==> config.mk <==
export PLATFORM = sky130hd
export DESIGN_NAME = operand_loader8_flat
export DESIGN_NICKNAME = d
export VERILOG_FILES = /design/src/rtl/operand_loader_pkg.sv /design/src/rtl/operand_loader8_if.sv /design/src/rtl/operand_loader8_shift_reg_w.sv /design/src/rtl/operand_loader8.sv /design/src/flat_wrapper.sv
export SDC_FILE = /design/constraint.sdc
export NUM_CORES = 1
export LEC_CHECK = 0
export BUFFER_PORTS_ARGS = -buffer_cell sky130_fd_sc_hd__buf_4
export CAP_MARGIN = 20
export CORE_MARGIN = 8
export CORE_UTILIZATION = 51
export DETAILED_ROUTE_END_ITERATION = 6
export PLACE_DENSITY = 0.77
export SLEW_MARGIN = 20
export SYNTH_ARGS = -nofsm -noshare
export SYNTH_HDL_FRONTEND = slang
export SYNTH_HIERARCHICAL = 1
export SYNTH_SLANG_ARGS = --single-unit
export TNS_END_PERCENT = 100
==> constraint.sdc <==
create_clock -name clk -period 1.7 [get_ports clk]
set_clock_uncertainty 0.1 [all_clocks]
set_input_delay 0.34 -clock clk [delete_from_list [all_inputs] [get_ports clk]]
set_output_delay 0.34 -clock clk [all_outputs]
set_load 0.02 [all_outputs]
==> src/rtl/operand_loader_pkg.sv <==
// -----------------------------------------------------------------------------
// operand_loader_pkg
// Shared definitions for the serial operand loader that feeds the 8-bit AND
// stage: default widths, the FSM state encoding, and a small helper that
// sizes the per-operand bit counter.
// -----------------------------------------------------------------------------
package operand_loader_pkg;

    localparam int DEFAULT_WIDTH = 8;
    localparam int DEFAULT_CNT_W = 8;

    localparam logic [1:0] ST_LOAD_A = 2'd0;
    localparam logic [1:0] ST_LOAD_B = 2'd1;
    localparam logic [1:0] ST_HOLD   = 2'd2;

    typedef enum logic [1:0] {
        S_LOAD_A = ST_LOAD_A,
        S_LOAD_B = ST_LOAD_B,
        S_HOLD   = ST_HOLD
    } state_e;

    // Bits needed to count 0..n-1; never less than one bit.
    function automatic int cnt_bits(input int n);
        return (n > 1) ? $clog2(n) : 1;
    endfunction

endpackage

==> src/rtl/operand_loader8_if.sv <==
// -----------------------------------------------------------------------------
// operand_loader8_if
// Bundles the serial input handshake and the operand output handshake of the
// loader.
//   master : the loader (drives din_ready, op_a, op_b, op_valid, busy,
//            xfer_count; receives din, din_valid, abort, op_ready)
//   slave  : the environment on the other side (serial source + consumer)
// -----------------------------------------------------------------------------
interface operand_loader8_if
    import operand_loader_pkg::*;
#(
    parameter int WIDTH = DEFAULT_WIDTH,
    parameter int CNT_W = DEFAULT_CNT_W
) ();

    logic             din;
    logic             din_valid;
    logic             din_ready;
    logic             abort;
    logic [WIDTH-1:0] op_a;
    logic [WIDTH-1:0] op_b;
    logic             op_valid;
    logic             op_ready;
    logic             busy;
    logic [CNT_W-1:0] xfer_count;

    modport master (
        input  din, din_valid, abort, op_ready,
        output din_ready, op_a, op_b, op_valid, busy, xfer_count
    );

    modport slave (
        output din, din_valid, abort, op_ready,
        input  din_ready, op_a, op_b, op_valid, busy, xfer_count
    );

endinterface

==> src/rtl/operand_loader8_shift_reg_w.sv <==
// -----------------------------------------------------------------------------
// shift_reg_w
// WIDTH-bit serial-in shift register with enable and synchronous active-low
// reset. MSB_FIRST=1 shifts toward the MSB (new bit enters bit 0), so after
// WIDTH shifts the first bit sits in bit WIDTH-1. MSB_FIRST=0 shifts toward
// the LSB (new bit enters bit WIDTH-1), leaving the first bit in bit 0.
//   clk, rst_n : clock, synchronous active-low reset (clears to zero)
//   en_i       : shift one position this cycle
//   bit_i      : serial bit shifted in
//   q_o        : parallel contents
// -----------------------------------------------------------------------------
module shift_reg_w
    import operand_loader_pkg::*;
#(
    parameter int WIDTH     = DEFAULT_WIDTH,
    parameter bit MSB_FIRST = 1'b1
) (
    input  logic             clk,
    input  logic             rst_n,
    input  logic             en_i,
    input  logic             bit_i,
    output logic [WIDTH-1:0] q_o
);

    logic [WIDTH-1:0] q_q;
    logic [WIDTH-1:0] q_d;

    // Each bit either keeps its value or takes its neighbour on the side the
    // stream comes in from; the end bit on that side takes the serial input.
    for (genvar gi = 0; gi < WIDTH; gi++) begin : g_bit
        if (MSB_FIRST) begin : g_msb
            if (gi == 0) begin : g_in
                assign q_d[gi] = en_i ? bit_i : q_q[gi];
            end else begin : g_mid
                assign q_d[gi] = en_i ? q_q[gi-1] : q_q[gi];
            end
        end else begin : g_lsb
            if (gi == WIDTH-1) begin : g_in
                assign q_d[gi] = en_i ? bit_i : q_q[gi];
            end else begin : g_mid
                assign q_d[gi] = en_i ? q_q[gi+1] : q_q[gi];
            end
        end
    end

    always_ff @(posedge clk) begin
        if (!rst_n) begin
            q_q <= '0;
        end else begin
            q_q <= q_d;
        end
    end

    assign q_o = q_q;

endmodule

==> src/rtl/operand_loader8.sv <==
// -----------------------------------------------------------------------------
// operand_loader8
// Deserialises a 1-bit stream into operand A then operand B, presents the pair
// to the AND stage with a valid/ready handshake, and counts completed
// transfers.
//   clk, rst_n      : clock, synchronous active-low reset
//   bus (master)    : din/din_valid/din_ready serial input, abort,
//                     op_a/op_b/op_valid/op_ready operand output,
//                     busy (partial frame) and xfer_count (handshakes mod 2^CNT_W)
// -----------------------------------------------------------------------------
module operand_loader8
    import operand_loader_pkg::*;
#(
    parameter int WIDTH     = DEFAULT_WIDTH,
    parameter bit MSB_FIRST = 1'b1,
    parameter int CNT_W     = DEFAULT_CNT_W
) (
    input  logic               clk,
    input  logic               rst_n,
    operand_loader8_if.master  bus
);

    localparam int             BCW      = cnt_bits(WIDTH);
    localparam logic [BCW-1:0] BIT_LAST = BCW'(WIDTH - 1);

    state_e           state_q, state_d;
    logic [BCW-1:0]   bit_cnt_q, bit_cnt_d;
    logic [CNT_W-1:0] xfer_q, xfer_d;
    logic             shift_a, shift_b;
    logic             accept;
    logic [WIDTH-1:0] op_a_w, op_b_w;

    assign bus.din_ready = (state_q != S_HOLD);
    assign accept        = bus.din_valid & bus.din_ready;

    always_comb begin
        state_d   = state_q;
        bit_cnt_d = bit_cnt_q;
        xfer_d    = xfer_q;
        shift_a   = 1'b0;
        shift_b   = 1'b0;

        if (bus.abort) begin
            // A consumer that sampled the pair on this edge still counts,
            // even though the loader discards everything else.
            if (state_q == S_HOLD && bus.op_ready) begin
                xfer_d = xfer_q + CNT_W'(1);
            end
            state_d   = S_LOAD_A;
            bit_cnt_d = '0;
        end else begin
            case (state_q)
                S_LOAD_A: begin
                    if (accept) begin
                        shift_a = 1'b1;
                        if (bit_cnt_q == BIT_LAST) begin
                            bit_cnt_d = '0;
                            state_d   = S_LOAD_B;
                        end else begin
                            bit_cnt_d = bit_cnt_q + BCW'(1);
                        end
                    end
                end
                S_LOAD_B: begin
                    if (accept) begin
                        shift_b = 1'b1;
                        if (bit_cnt_q == BIT_LAST) begin
                            bit_cnt_d = '0;
                            state_d   = S_HOLD;
                        end else begin
                            bit_cnt_d = bit_cnt_q + BCW'(1);
                        end
                    end
                end
                S_HOLD: begin
                    if (bus.op_ready) begin
                        xfer_d  = xfer_q + CNT_W'(1);
                        state_d = S_LOAD_A;
                    end
                end
                default: begin
                    state_d   = S_LOAD_A;
                    bit_cnt_d = '0;
                end
            endcase
        end
    end

    always_ff @(posedge clk) begin
        if (!rst_n) begin
            state_q   <= S_LOAD_A;
            bit_cnt_q <= '0;
            xfer_q    <= '0;
        end else begin
            state_q   <= state_d;
            bit_cnt_q <= bit_cnt_d;
            xfer_q    <= xfer_d;
        end
    end

    shift_reg_w #(
        .WIDTH     (WIDTH),
        .MSB_FIRST (MSB_FIRST)
    ) u_shift_a (
        .clk   (clk),
        .rst_n (rst_n),
        .en_i  (shift_a),
        .bit_i (bus.din),
        .q_o   (op_a_w)
    );

    shift_reg_w #(
        .WIDTH     (WIDTH),
        .MSB_FIRST (MSB_FIRST)
    ) u_shift_b (
        .clk   (clk),
        .rst_n (rst_n),
        .en_i  (shift_b),
        .bit_i (bus.din),
        .q_o   (op_b_w)
    );

    // op_valid is exactly "in HOLD"; state is registered, so this is clean.
    assign bus.op_valid   = (state_q == S_HOLD);
    assign bus.busy       = (state_q == S_LOAD_B) ||
                            (state_q == S_LOAD_A && bit_cnt_q != '0);
    assign bus.op_a       = op_a_w;
    assign bus.op_b       = op_b_w;
    assign bus.xfer_count = xfer_q;

endmodule

==> src/flat_wrapper.sv <==
// flat-port wrapper written by rule: the top's interface ports become plain ports
module operand_loader8_flat import operand_loader_pkg::*;
#(
    parameter int WIDTH     = DEFAULT_WIDTH,
    parameter bit MSB_FIRST = 1'b1,
    parameter int CNT_W     = DEFAULT_CNT_W
)
  (clk, rst_n, bus_din, bus_din_valid, bus_abort, bus_op_ready, bus_din_ready, bus_op_a, bus_op_b, bus_op_valid, bus_busy, bus_xfer_count);
  operand_loader8_if #(.WIDTH(WIDTH), .CNT_W(CNT_W)) bus_i ();
  input  logic clk;
  input  logic rst_n;
  input wire logic [$bits(bus_i.din)-1:0] bus_din;
  input wire logic [$bits(bus_i.din_valid)-1:0] bus_din_valid;
  input wire logic [$bits(bus_i.abort)-1:0] bus_abort;
  input wire logic [$bits(bus_i.op_ready)-1:0] bus_op_ready;
  output wire logic [$bits(bus_i.din_ready)-1:0] bus_din_ready;
  output wire logic [$bits(bus_i.op_a)-1:0] bus_op_a;
  output wire logic [$bits(bus_i.op_b)-1:0] bus_op_b;
  output wire logic [$bits(bus_i.op_valid)-1:0] bus_op_valid;
  output wire logic [$bits(bus_i.busy)-1:0] bus_busy;
  output wire logic [$bits(bus_i.xfer_count)-1:0] bus_xfer_count;
  assign bus_i.din = bus_din;
  assign bus_i.din_valid = bus_din_valid;
  assign bus_i.abort = bus_abort;
  assign bus_i.op_ready = bus_op_ready;
  assign bus_din_ready = bus_i.din_ready;
  assign bus_op_a = bus_i.op_a;
  assign bus_op_b = bus_i.op_b;
  assign bus_op_valid = bus_i.op_valid;
  assign bus_busy = bus_i.busy;
  assign bus_xfer_count = bus_i.xfer_count;
  operand_loader8 #(.WIDTH(WIDTH), .MSB_FIRST(MSB_FIRST), .CNT_W(CNT_W)) u_core (.clk(clk), .rst_n(rst_n), .bus(bus_i));
endmodule
After elaboration in Yosys (flattened, before gate mapping)
Cells that the tools add are included.
Cells by class
  add/subtract/negate cells: 2
  equal/unequal tests: 11
  multiplexer cells: 18
  bitwise operators: 3
  reductions and logical operators: 12
Operator list (count)
  2-to-1 mux 8 bit: 4
  inequality test 2 x 1 -> 1 bit, second input constant: 6
  2-to-1 mux 2 bit: 5
  adder 8 x 1 -> 8 bit, second input constant: 1
  2-to-1 mux 3 bit: 2
  one-hot mux 2 bit (3 select lines): 1
  one-hot mux 3 bit (2 select lines): 1
  2-to-1 mux 1 bit: 5
  AND reduction 5 bit: 1
  inequality test 2 bit, second input constant: 2
  nonzero test 2 bit: 2
  OR reduction 2 bit: 2
  adder 3 x 1 -> 3 bit, second input constant: 1
  == test 3 bit, second input constant: 1
  AND reduction 3 bit: 1
  nonzero test 3 bit: 1
  == test 2 x 1 -> 1 bit, second input constant: 1
  == test 2 bit, second input constant: 1
  logical AND 1 bit: 2
  logical NOT 2 bit: 1
  NOT 1 bit: 2
  AND reduction 2 bit: 1
  AND 1 bit: 1
  logical OR 1 bit: 1
Storage, ports and cells
  register bits: 29
  output and inout port bits: 27
  logic and storage cells: 51

Longest topological paths before layout
Gate-level depths: netlist of the first run.
  word-level depth: 5
  depth in mapped cells: 5
  gate-level depth less buffers: 5

Modules after synthesis
Netlist of the first run, hierarchy kept.
By module, submodules not included
  operand_loader8: instances 1, cells each 77, area an instance 704.4 um^2, seq. area each 260.2 um^2
  shift_reg_w: instances 2, cells each 25, area an instance 301.5 um^2, seq. area each 160.2 um^2

Least setup slack after synthesis of the first run
Ideal clock, no wire load.
  path kind: register -> register
  start: register u_core.xfer_q[0], in the netlist u_core/bus.xfer_count[0]
  end: register u_core.xfer_q[6], in the netlist u_core/bus.xfer_count[6]
  arrival: 1.467 ns
  data required time: 1.530 ns
  slack: 0.063 ns
  stages on the path, launching flop included: 5
  path buffers: 0
  clock period less this slack: 1.637 ns
  path through: dfxtp_1 ha_1 nand4b_4 or4_1 a21oi_1
Between the ends
  longest elaborated chain between the ends: 4
  elaborated cells between the ends (all ways): 5
  those cells by class: 1 x add/sub; 4 x mux
Ends and longest elaborated chain
  start, declared: line operand_loader8.sv:28  | logic [CNT_W-1:0] xfer_q, xfer_d;
  start signal, assigned: line operand_loader8.sv:97  | xfer_q <= xfer_d;
  adder 8 x 1 -> 8 bit *: line operand_loader8.sv:47, operand_loader8.sv:77
  2-to-1 mux 8 bit: line operand_loader8.sv:76  | if (bus.op_ready) begin
  2-to-1 mux 8 bit: line operand_loader8.sv:52  | case (state_q)
  2-to-1 mux 8 bit *: line operand_loader8.sv:43  | if (bus.abort) begin
Mark *: on every way between the ends. The rest lies on a longest branch, timed or not. The select of a mux whose other input is x is not followed.
A chain may end at the register's enable or synchronous reset.

Worst setup path in the final report of the first run
  start: register u_core.state_q[0]
  end: output bus_op_valid
Between the ends
  longest elaborated chain between the ends: 1
Ends and longest elaborated chain
  start, declared: line operand_loader8.sv:26  | state_e state_q, state_d;
  start signal, assigned: line operand_loader8.sv:95  | state_q <= state_d;
  == test 2 bit: line operand_loader8.sv:124  | assign bus.op_valid = (state_q == S_HOLD);
  end, declared: line flat_wrapper.sv:19  | output wire logic [$bits(bus_i.op_valid)-1:0] bus_op_valid;
Every way passes these cells.

==> impl_metrics.tcl, run 1 <==
set metrics [dict create \
    status "finished, final reports clean" \
    slew_headroom 0.778 \
    gr-total-overflow 0 \
    synthFlopType "dfxtp_1" \
    grt_pass1_vias 1097 \
    path_cells "or2b_1 -> inv_1 -> buf_4" \
    final_common_cell "buf_4" \
    seq_area_frac_synth 0.444 \
    area_growth_pct 26.8 \
    p_comb_frac 0.056 \
    cts_made_buffers 5 \
    port_buffers 32 \
    p_switching_w 0.000263 \
    finalHoldViolCount 0 \
    leakage_nw 0.697 \
    cap_viol_max_count 0 \
    start_kind "flop" \
    seqPwrFrac 0.583 \
    core_sq_mm 0.00245 \
    die_x_um 66.6 \
    r2r_cells 4 \
    tightest_slew_ns 0.330 \
    grt_max_degree 21 \
    sw_frac_of_total 0.225 \
    hold_end "u_core/u_shift_b/q_o[0]$_SDFFE_PN0P_" \
    cts.sinks 29 \
    syn_nets 137 \
    routed-via-count 1045 \
    cts_tree "built" \
    grt_use_total 0.139 \
    insertion_delay_ns 0.33 \
    hold_depth 3 \
    route.detailed.wl_per_inst_um 14.5 \
    wirelength_mm 2.86 \
    final_max_slew_viol_count 0 \
    syn_inst 127 \
    netlist_area_sq_mm 0.00131 \
    holdCritStartpoint "bus_din" \
    max-clock-path-buffers 2 \
    grt_pass1_wl_mm 4.78 \
    critical-path-slowest-cell "dfxtp_2" \
    n_antenna_cell 0 \
    synth_edf_count 0 \
    cts_hold_buffers 0 \
    fin_crit_ns 1.65 \
    hpwl_mm 2.07 \
    intPower_w 0.000908 \
    finalSetupViolations 0 \
    fp.dieArea_sq_mm 0.00444 \
    cts_max_level 2 \
    first_pass_iters 4 \
    fmax_mhz 606 \
    drt-initial-drc-count 43 \
    r2r_end "u_core/bus.xfer_count[6]$_SDFFE_PN0P_" \
    p_clk_frac 0.360 \
    synthArstFlopShare 0 \
    post-route-drc-count 0 \
    pwr_density_cell_mw_per_mm2 706 \
    cp.required_ns 1.26 \
    fin_crit_sh 0.971 \
    ys_types 30 \
    slowest_delay_ns 0.38 \
    r2r_slack_ns 0.12 \
    clkSlewWorstSetupHoldPaths_ns 0.09 \
    viasPerCell 5.30 \
    initial_core_util 0.533 \
    grt_antenna_before_repair 0 \
    synth-seq-cells 29 \
    hold_path.class "input port to flop" \
    drive_above_1_share 0.323 \
    yosys_warnings 6 \
    peakVddDrop_mv 0.639 \
    ant_nets 0 \
    critPathArrivalTime_ns 1.21 \
    cts-root-buf "clkbuf_4" \
    layout_common_cells "buf_4, dfxtp_1, mux2i_1, nor2b_1, nand2_1" \
    io_pins 33 \
    fp.dieH_um 66.6 \
    critical_path_class "flop to output port" \
    critPathMaxFanout 8 \
    fin_nets 177 \
    gp_congestion 0.800 \
    p_total_w 0.00117 \
    holdWs_ns 0.199 \
    syn_avg_cell_area_sq_um 10.3 \
    num_rows 18 \
    worstSetupEndpointType "output port" \
    regToRegStartpoint "u_core/bus.xfer_count[1]$_SDFFE_PN0P_" \
]
==> worst max-delay path by stage <==
stage                                                     start                                     to  cells after the start
after floorplan           u_core/bus.xfer_count[0]$_SDFFE_PN0P_  u_core/bus.xfer_count[6]$_SDFFE_PN0P_                      4
after global placement           u_core/state_q[1]$_SDFFE_PP0P_  u_core/bus.xfer_count[6]$_SDFFE_PN0P_                      3
after detailed placement         u_core/state_q[1]$_SDFFE_PP0P_  u_core/bus.xfer_count[6]$_SDFFE_PN0P_                      3
after CTS                      u_core/bit_cnt_q[1]$_SDFFE_PP0P_                               bus_busy                      4
after global routing           u_core/bit_cnt_q[0]$_SDFFE_PP0P_                               bus_busy                      4
final                            u_core/state_q[0]$_SDFFE_PP0P_                           bus_op_valid                      3
==> synthesized netlist by cell type (all sizes together), types with 2 or more instances <==
| master | number | share of area |
|---|---|---|
| dfxtp | 29 | 0.44 |
| mux2i | 19 | 0.15 |
| nor2b | 17 | 0.081 |
| a21oi | 7 | 0.027 |
| nand2 | 7 | 0.020 |
| nor2 | 6 | 0.017 |
| inv | 5 | 0.014 |
| ha | 4 | 0.038 |
| buf | 3 | 0.026 |
| nand3 | 3 | 0.011 |
| xor2 | 3 | 0.020 |
| a2bb2oi | 2 | 0.013 |
| nand2b | 2 | 0.0096 |
| o21ai | 2 | 0.0077 |
| o31ai | 2 | 0.011 |
| or3 | 2 | 0.011 |
| or4 | 2 | 0.011 |
==> sequential cells by signal, summed over array words and instances, names as in the netlist <==
register,count
u_core/bus.xfer_count,8
u_core/u_shift_a/q_o,8
u_core/u_shift_b/q_o,8
u_core/bit_cnt_q,3
u_core/state_q,2
==> power by group through the flow <==
stage               clock, W  combinational [W]  sequential (W)
finish              0.000422          0.0000658        0.000683
global route        0.000475          0.0000711        0.000684
CTS                 0.000437          0.0000633        0.000683
detailed placement         0          0.0000633        0.000701
global placement           0          0.0000613        0.000701
floorplan                  0          0.0000348        0.000702
==> metrics by stage <==
step           worst slack [ns]  utilization  TNS (ns)  area [sq um]  std cells
5_1_grt                 -0.0126        0.675   -0.0126          1660        197
3_3_place_gp              0.121        0.642         0          1580        188
6_report                 0.0499        0.675         0          1660        197
2_1_floorplan            0.0630            -         0          1310        127
3_5_place_dp             0.0660        0.642         0          1580        188
4_1_cts                  0.0297        0.670         0          1650        196
==> final cells by class <==
class | count | area [sq um]
inverter | 5 | 18.8
clock buffer | 7 | 55.1
timing repair buffer | 37 | 278
tap | 30 | 37.5
sequential | 29 | 588
multi-input combinational | 89 | 681
fill | 178 | 797
==> critical path: cells and delay by family (launching register included) <==
family	cells	cell delay (ns)
DFF	1	0.38
and+or+nand+nor	1	0.27
buffers and inverters	2	0.23
==> metal layers <==
| layer | vias to the layer above | routed length (um) | part of all wire | track usage |
|---|---|---|---|---|
| met4 | 0 | 35 | 0.012 | 0.0613 |
| met5 | - | 0 | 0 | 0 |
| li1 | 522 | - | - | - |
| met1 | 490 | 1210 | 0.42 | 0.134 |
| met2 | 29 | 1440 | 0.50 | 0.241 |
| met3 | 4 | 174 | 0.061 | 0.0705 |
==> timing repair <==
action	4_1_cts	5_1_grt
hold endpoints to repair	0	0
setup buffers	1	1
endpoints found under the setup margin	3	1
gates resized for setup	4	2
==> cells by family after synthesis <==
group	after synthesis	share of synthesized area
buffers and inverters	9	0.0431
DFF	29	0.444
AOI/OAI and AO/OA	15	0.0727
muxes	19	0.145
xor gates and xnor gates	3	0.0201
and+or+nand+nor	48	0.236
adders and majority gates	4	0.0383
No activity file was read; power rests on OpenSTA's default activity.
==> run 2, diff against run 1 <==
--- a/config.mk
+++ b/config.mk
@@ -10,6 +10,7 @@
 export CORE_MARGIN = 8
 export CORE_UTILIZATION = 51
 export DETAILED_ROUTE_END_ITERATION = 6
+export GPL_TIMING_DRIVEN = 0
 export PLACE_DENSITY = 0.77
 export SLEW_MARGIN = 20
 export SYNTH_ARGS = -nofsm -noshare
==> run 2 against run 1 <==
- power is 3.3% higher
- hold slack lost 0.0086 ns
- global-route usage shrank 0.65 points
- first-iteration DRC count is 28% lower
- combinational power shrank 4.6%
- worst setup slack better by 0.0067 ns
- die area is the same
- flip-flop and latch count unchanged
- sequential share of layout area down 0.81 points
- clock power rose by 9.7%
- core utilization grew 1.6 points
- clock-buffer cell count did not move
- highest routed layer unchanged
==> impl_metrics.tcl, run 2 (same netlist as run 1, synthesis figures left out) <==
set metrics [dict create \
    dp_cells 188 \
    finalHoldViolCount 0 \
    grt_use_total 0.132 \
    layout_common_cells "buf_4, dfxtp_1, mux2i_1, nor2b_1, nand2_1" \
    first_pass_iters 4 \
    num-fill-cells 202 \
    leakage_nw 0.717 \
    grt_max_degree 21 \
    r2r_end "u_core/bus.xfer_count[6]$_SDFFE_PN0P_" \
    cts-root-buf "clkbuf_4" \
    gr-total-overflow 0 \
    pwr_density_cell_mw_per_mm2 713 \
    fin_nets 180 \
    cp.required_ns 1.26 \
    status "finished, final reports clean" \
    die_x_um 66.6 \
    core_sq_mm 0.00245 \
    start_kind "flop" \
    fp.dieArea_sq_mm 0.00444 \
    hpwl_mm 1.99 \
    io_pins 33 \
    rsz0062_at_grt "false" \
    finalSetupViolations 0 \
    final_common_cell "buf_4" \
    wirelength_mm 2.71 \
    dpl_cell_area_sq_mm 0.00158 \
    grt_pass1_wl_mm 4.59 \
    area_growth_pct 29.8 \
    initial_core_util 0.533 \
    grt_pass1_vias 1083 \
    hold_end "u_core/u_shift_b/q_o[0]$_SDFFE_PN0P_" \
    fmax_mhz 608 \
    ant_nets 0 \
    tightest_slew_ns 0.384 \
    hold_path.class "input port to flop" \
    stdcell_area_sq_mm 0.00170 \
    holdCritStartpoint "bus_din" \
    gp_congestion 0.730 \
    drt-initial-drc-count 31 \
    cts.sinks 29 \
    cts_tree "built" \
    drive_above_1_share 0.339 \
    cts_made_buffers 5 \
    layout.cells.non_filler 201 \
    final_max_slew_viol_count 0 \
    max-clock-path-buffers 2 \
    postLayoutCoreUtil 0.691 \
    num_rows 18 \
    cts_hold_buffers 0 \
    r2r_cells 4 \
    critPathMaxFanout 5 \
    r2r_slack_ns 0.08 \
    regToRegStartpoint "u_core/bus.xfer_count[0]$_SDFFE_PN0P_" \
    clkSlewWorstSetupHoldPaths_ns 0.09 \
    hold_depth 3 \
    cap_viol_max_count 0 \
    slew_headroom 0.740 \
    post-route-drc-count 0 \
    worstSetupEndpointType "output port" \
    fp.dieH_um 66.6 \
    insertion_delay_ns 0.32 \
    fin_crit_ns 1.64 \
    cts_max_level 2 \
    critical_path_class "flop to output port" \
    n_antenna_cell 0 \
    viasPerCell 5.23 \
    route.detailed.wl_per_inst_um 13.5 \
    routed-via-count 1052 \
    peakVddDrop_mv 0.617 \
    port_buffers 31 \
    grt_antenna_before_repair 0 \
    critPathArrivalTime_ns 1.20 \
    fin_crit_sh 0.967 \
]
run 2: cell count changes in the layout (fill, tap and decap cells not counted):
cell | before | now
buf_6 | 0 | 3
buf_4 | 37 | 36
clkbuf_8 | 1 | 2
clkinv_2 | 0 | 1
inv_1 | 5 | 4
inv_2 | 0 | 1
nor4b_1 | 0 | 1
nor4b_2 | 1 | 0
run 2: timing repair:
item,CTS,global route
setup buffers,5,1
gates cloned,0,0
pin swaps,0,0
endpoints found under the setup margin,2,13
gates resized for setup,2,6
run 2: report_power, final:
group,internal [W],total [W],switching [W]
clock,0.000239,0.000463,0.000224
sequential,0.000681,0.000684,0.00000286
combinational,0.0000304,0.0000628,0.0000325
total,0.000951,0.00121,0.000259
run 2: worst max path at each step:
stage	startpoint	slack [ns]	depth (start not counted)	to
after global routing	u_core/bus.xfer_count[0]$_SDFFE_PN0P_	0.02	4	u_core/bus.xfer_count[6]$_SDFFE_PN0P_
final	u_core/bit_cnt_q[0]$_SDFFE_PP0P_	0.06	4	bus_busy
after CTS	u_core/bit_cnt_q[0]$_SDFFE_PP0P_	0.00005	4	bus_busy
after detailed placement	bus_din_valid	-0.002	5	u_core/u_shift_a/q_o[0]$_SDFFE_PN0P_
after global placement	bus_din_valid	0.02	5	u_core/u_shift_a/q_o[0]$_SDFFE_PN0P_
after floorplan	u_core/bus.xfer_count[0]$_SDFFE_PN0P_	0.06	4	u_core/bus.xfer_count[6]$_SDFFE_PN0P_
run 2: critical path, cell delays in order (launching register included):
cell and delay [ns]:
dfxtp_4 0.37, inv_1 0.04, ha_1 0.20, a21oi_2 0.13, buf_4 0.16
run 2: layer usage:
layer | track usage | share of wire | wire, um
met5 | 0 | 0 | 0
met1 | 0.136 | 0.43 | 1160
met4 | 0.0720 | 0.024 | 65
met3 | 0.0520 | 0.061 | 166
met2 | 0.225 | 0.49 | 1320
run 2: layout make-up:
class / count / area (sq um) / area share
plain buffers: 3 / 26.3 / 0.0155
inverters: 5 / 18.8 / 0.0111
well taps: 30 / 37.5 / 0.0221
multi-input cells: 89 / 674 / 0.397
clock inverters: 1 / 5.00 / 0.00295
repair buffers: 37 / 282 / 0.166
clock buffers: 7 / 65.1 / 0.0383
flip-flops and latches: 29 / 588 / 0.347
run 2: metrics by stage:
step	worst slack, ns	hold slack [ns]	power [W]	setup TNS [ns]
after global placement	0.0234	0.365	0.000761	0
after floorplan	0.0630	0.368	0.000737	0
after global routing	0.0168	0.214	0.00127	0
after CTS	0.0000477	0.173	0.00123	0
after detailed placement	-0.00165	0.385	0.000763	-0.00165
final	0.0566	0.191	0.00121	0
==> run 3, diff against run 2 <==
--- a/config.mk
+++ b/config.mk
@@ -8,10 +8,10 @@
 export BUFFER_PORTS_ARGS = -buffer_cell sky130_fd_sc_hd__buf_4
 export CAP_MARGIN = 20
 export CORE_MARGIN = 8
-export CORE_UTILIZATION = 51
+export CORE_UTILIZATION = 53
 export DETAILED_ROUTE_END_ITERATION = 6
 export GPL_TIMING_DRIVEN = 0
-export PLACE_DENSITY = 0.77
+export PLACE_DENSITY = 0.8
 export SLEW_MARGIN = 20
 export SYNTH_ARGS = -nofsm -noshare
 export SYNTH_HDL_FRONTEND = slang
==> constraint.sdc (replaced) <==
create_clock -name clk -period 2.08 [get_ports clk]
set_clock_uncertainty 0.1 [all_clocks]
set_input_delay 0.416 -clock clk [delete_from_list [all_inputs] [get_ports clk]]
set_output_delay 0.416 -clock clk [all_outputs]
set_load 0.02 [all_outputs]
==> run 3 against run 2 <==
- non-clock buffer count fell by 5
- global-route usage is 0.12 points lower
- cell count down 3.0%
- largest power group unchanged
==> impl_metrics.tcl, run 3 (same netlist as run 1, synthesis figures left out) <==
set metrics [dict create \
    status "finished, final reports clean" \
    regToRegStartpoint "u_core/state_q[1]$_SDFFE_PP0P_" \
    grt_max_degree 21 \
    r2r_end "u_core/u_shift_a/q_o[6]$_SDFFE_PN0P_" \
    cap_viol_max_count 0 \
    port_buffers 31 \
    rsz0062_at_grt "false" \
    route.detailed.wl_per_inst_um 13.7 \
    n_antenna_cell 0 \
    critPathMaxFanout 10 \
    dpl_cell_area_sq_mm 0.00158 \
    layout_common_cells "buf_4, dfxtp_1, mux2i_1, nor2b_1" \
    cts-root-buf "clkbuf_4" \
    hpwl_mm 2.03 \
    initial_core_util 0.543 \
    hold_end "u_core/u_shift_b/q_o[0]$_SDFFE_PN0P_" \
    fmax_mhz 518 \
    dp_cells 188 \
    grt_pass1_wl_mm 4.39 \
    worstSetupEndpointType "output port" \
    final_common_cell "buf_4" \
    hold_depth 3 \
    drive_above_1_share 0.279 \
    stdcell_area_sq_mm 0.00163 \
    tightest_slew_ns 0.421 \
    cts_made_buffers 5 \
    r2r_cells 5 \
    routed-via-count 1037 \
    insertion_delay_ns 0.33 \
    setup.worst_path.start "u_core/state_q[1]$_SDFFE_PP0P_" \
    gp_congestion 0.823 \
    critical_path_class "flop to output port" \
    grt_antenna_before_repair 0 \
    gr-total-overflow 0 \
    cts_resized 0 \
    grt_use_total 0.131 \
    peakVddDrop_mv 0.516 \
    ant_nets 0 \
    finalHoldViolCount 0 \
    io_pins 33 \
    clkSlewWorstSetupHoldPaths_ns 0.09 \
    cts.sinks 29 \
    layout.cells.non_filler 195 \
    critPathArrivalTime_ns 1.41 \
    die_x_um 65.7 \
    area_growth_pct 24.9 \
    start_kind "flop" \
    viasPerCell 5.32 \
    cp.required_ns 1.56 \
    fin_crit_ns 1.93 \
    fin_nets 175 \
    core_sq_mm 0.00241 \
    post-route-drc-count 0 \
    fp.dieArea_sq_mm 0.00431 \
    finalSetupTns_ns 0 \
    r2r_slack_ns 0.43 \
    num_rows 18 \
    first_pass_iters 4 \
    fp.dieH_um 65.7 \
    holdCritStartpoint "bus_din" \
    cts_tree "built" \
    final_max_slew_viol_count 0 \
    fin_crit_sh 0.927 \
    cts_max_level 2 \
    cts_hold_buffers 0 \
    pwr_density_cell_mw_per_mm2 583 \
    grt_pass1_vias 1054 \
    leakage_nw 0.677 \
    max-clock-path-buffers 2 \
    holdWs_ns 0.258 \
    slew_headroom 0.716 \
    drt-initial-drc-count 43 \
    postLayoutCoreUtil 0.678 \
    wirelength_mm 2.66 \
    finalSetupViolations 0 \
    hold_path.class "input port to flop" \
    cts_setup_buffers 0 \
]
==> run 3: cell type report <==
class | count | area [sq um]
fill | 195 | 777
clock buffer | 7 | 55.1
inverter | 5 | 18.8
timing repair buffer | 31 | 233
multi-input combinational | 89 | 671
sequential | 29 | 581
tap | 30 | 37.5
buffer | 4 | 37.5
==> run 3: report_power, final <==
part           switching, W  internal (W)  total [W]
Sequential       0.00000233      0.000557   0.000560
Combinational     0.0000253     0.0000245  0.0000498
Clock              0.000183      0.000159   0.000342
Total              0.000210      0.000741   0.000951
==> run 3: worst max-delay path by stage <==
stage | endpoint | depth (start not counted) | slack (ns)
5_1_grt | bus_op_valid | 4 | 0.05
6_report | bus_op_valid | 4 | 0.15
4_1_cts | bus_op_valid | 4 | 0.07
3_5_place_dp | u_core/u_shift_a/q_o[6]$_SDFFE_PN0P_ | 5 | 0.24
2_1_floorplan | u_core/bus.xfer_count[6]$_SDFFE_PN0P_ | 4 | 0.44
3_3_place_gp | u_core/u_shift_a/q_o[0]$_SDFFE_PN0P_ | 5 | 0.31
==> run 3: layer usage <==
metal,track usage,part of all wire,vias up
li1,-,-,519
met1,0.129,0.40,484
met2,0.216,0.49,27
met3,0.0561,0.077,7
met4,0.0954,0.027,0
met5,0,0,-
==> run 3: worst max-delay path, stage by stage, from the launching register on <==
cell,delay [ns]
dfxtp_1,0.39
buf_6,0.16
or2b_1,0.27
inv_2,0.11
buf_4,0.15
==> run 3: stage by stage <==
| step | total power, W | setup WS, ns |
|---|---|---|
| global placement | 0.000622 | 0.314 |
| detailed placement | 0.000623 | 0.244 |
| floorplan | 0.000603 | 0.443 |
| CTS | 0.000966 | 0.0692 |
| global route | 0.000987 | 0.0484 |
| finish | 0.000951 | 0.151 |
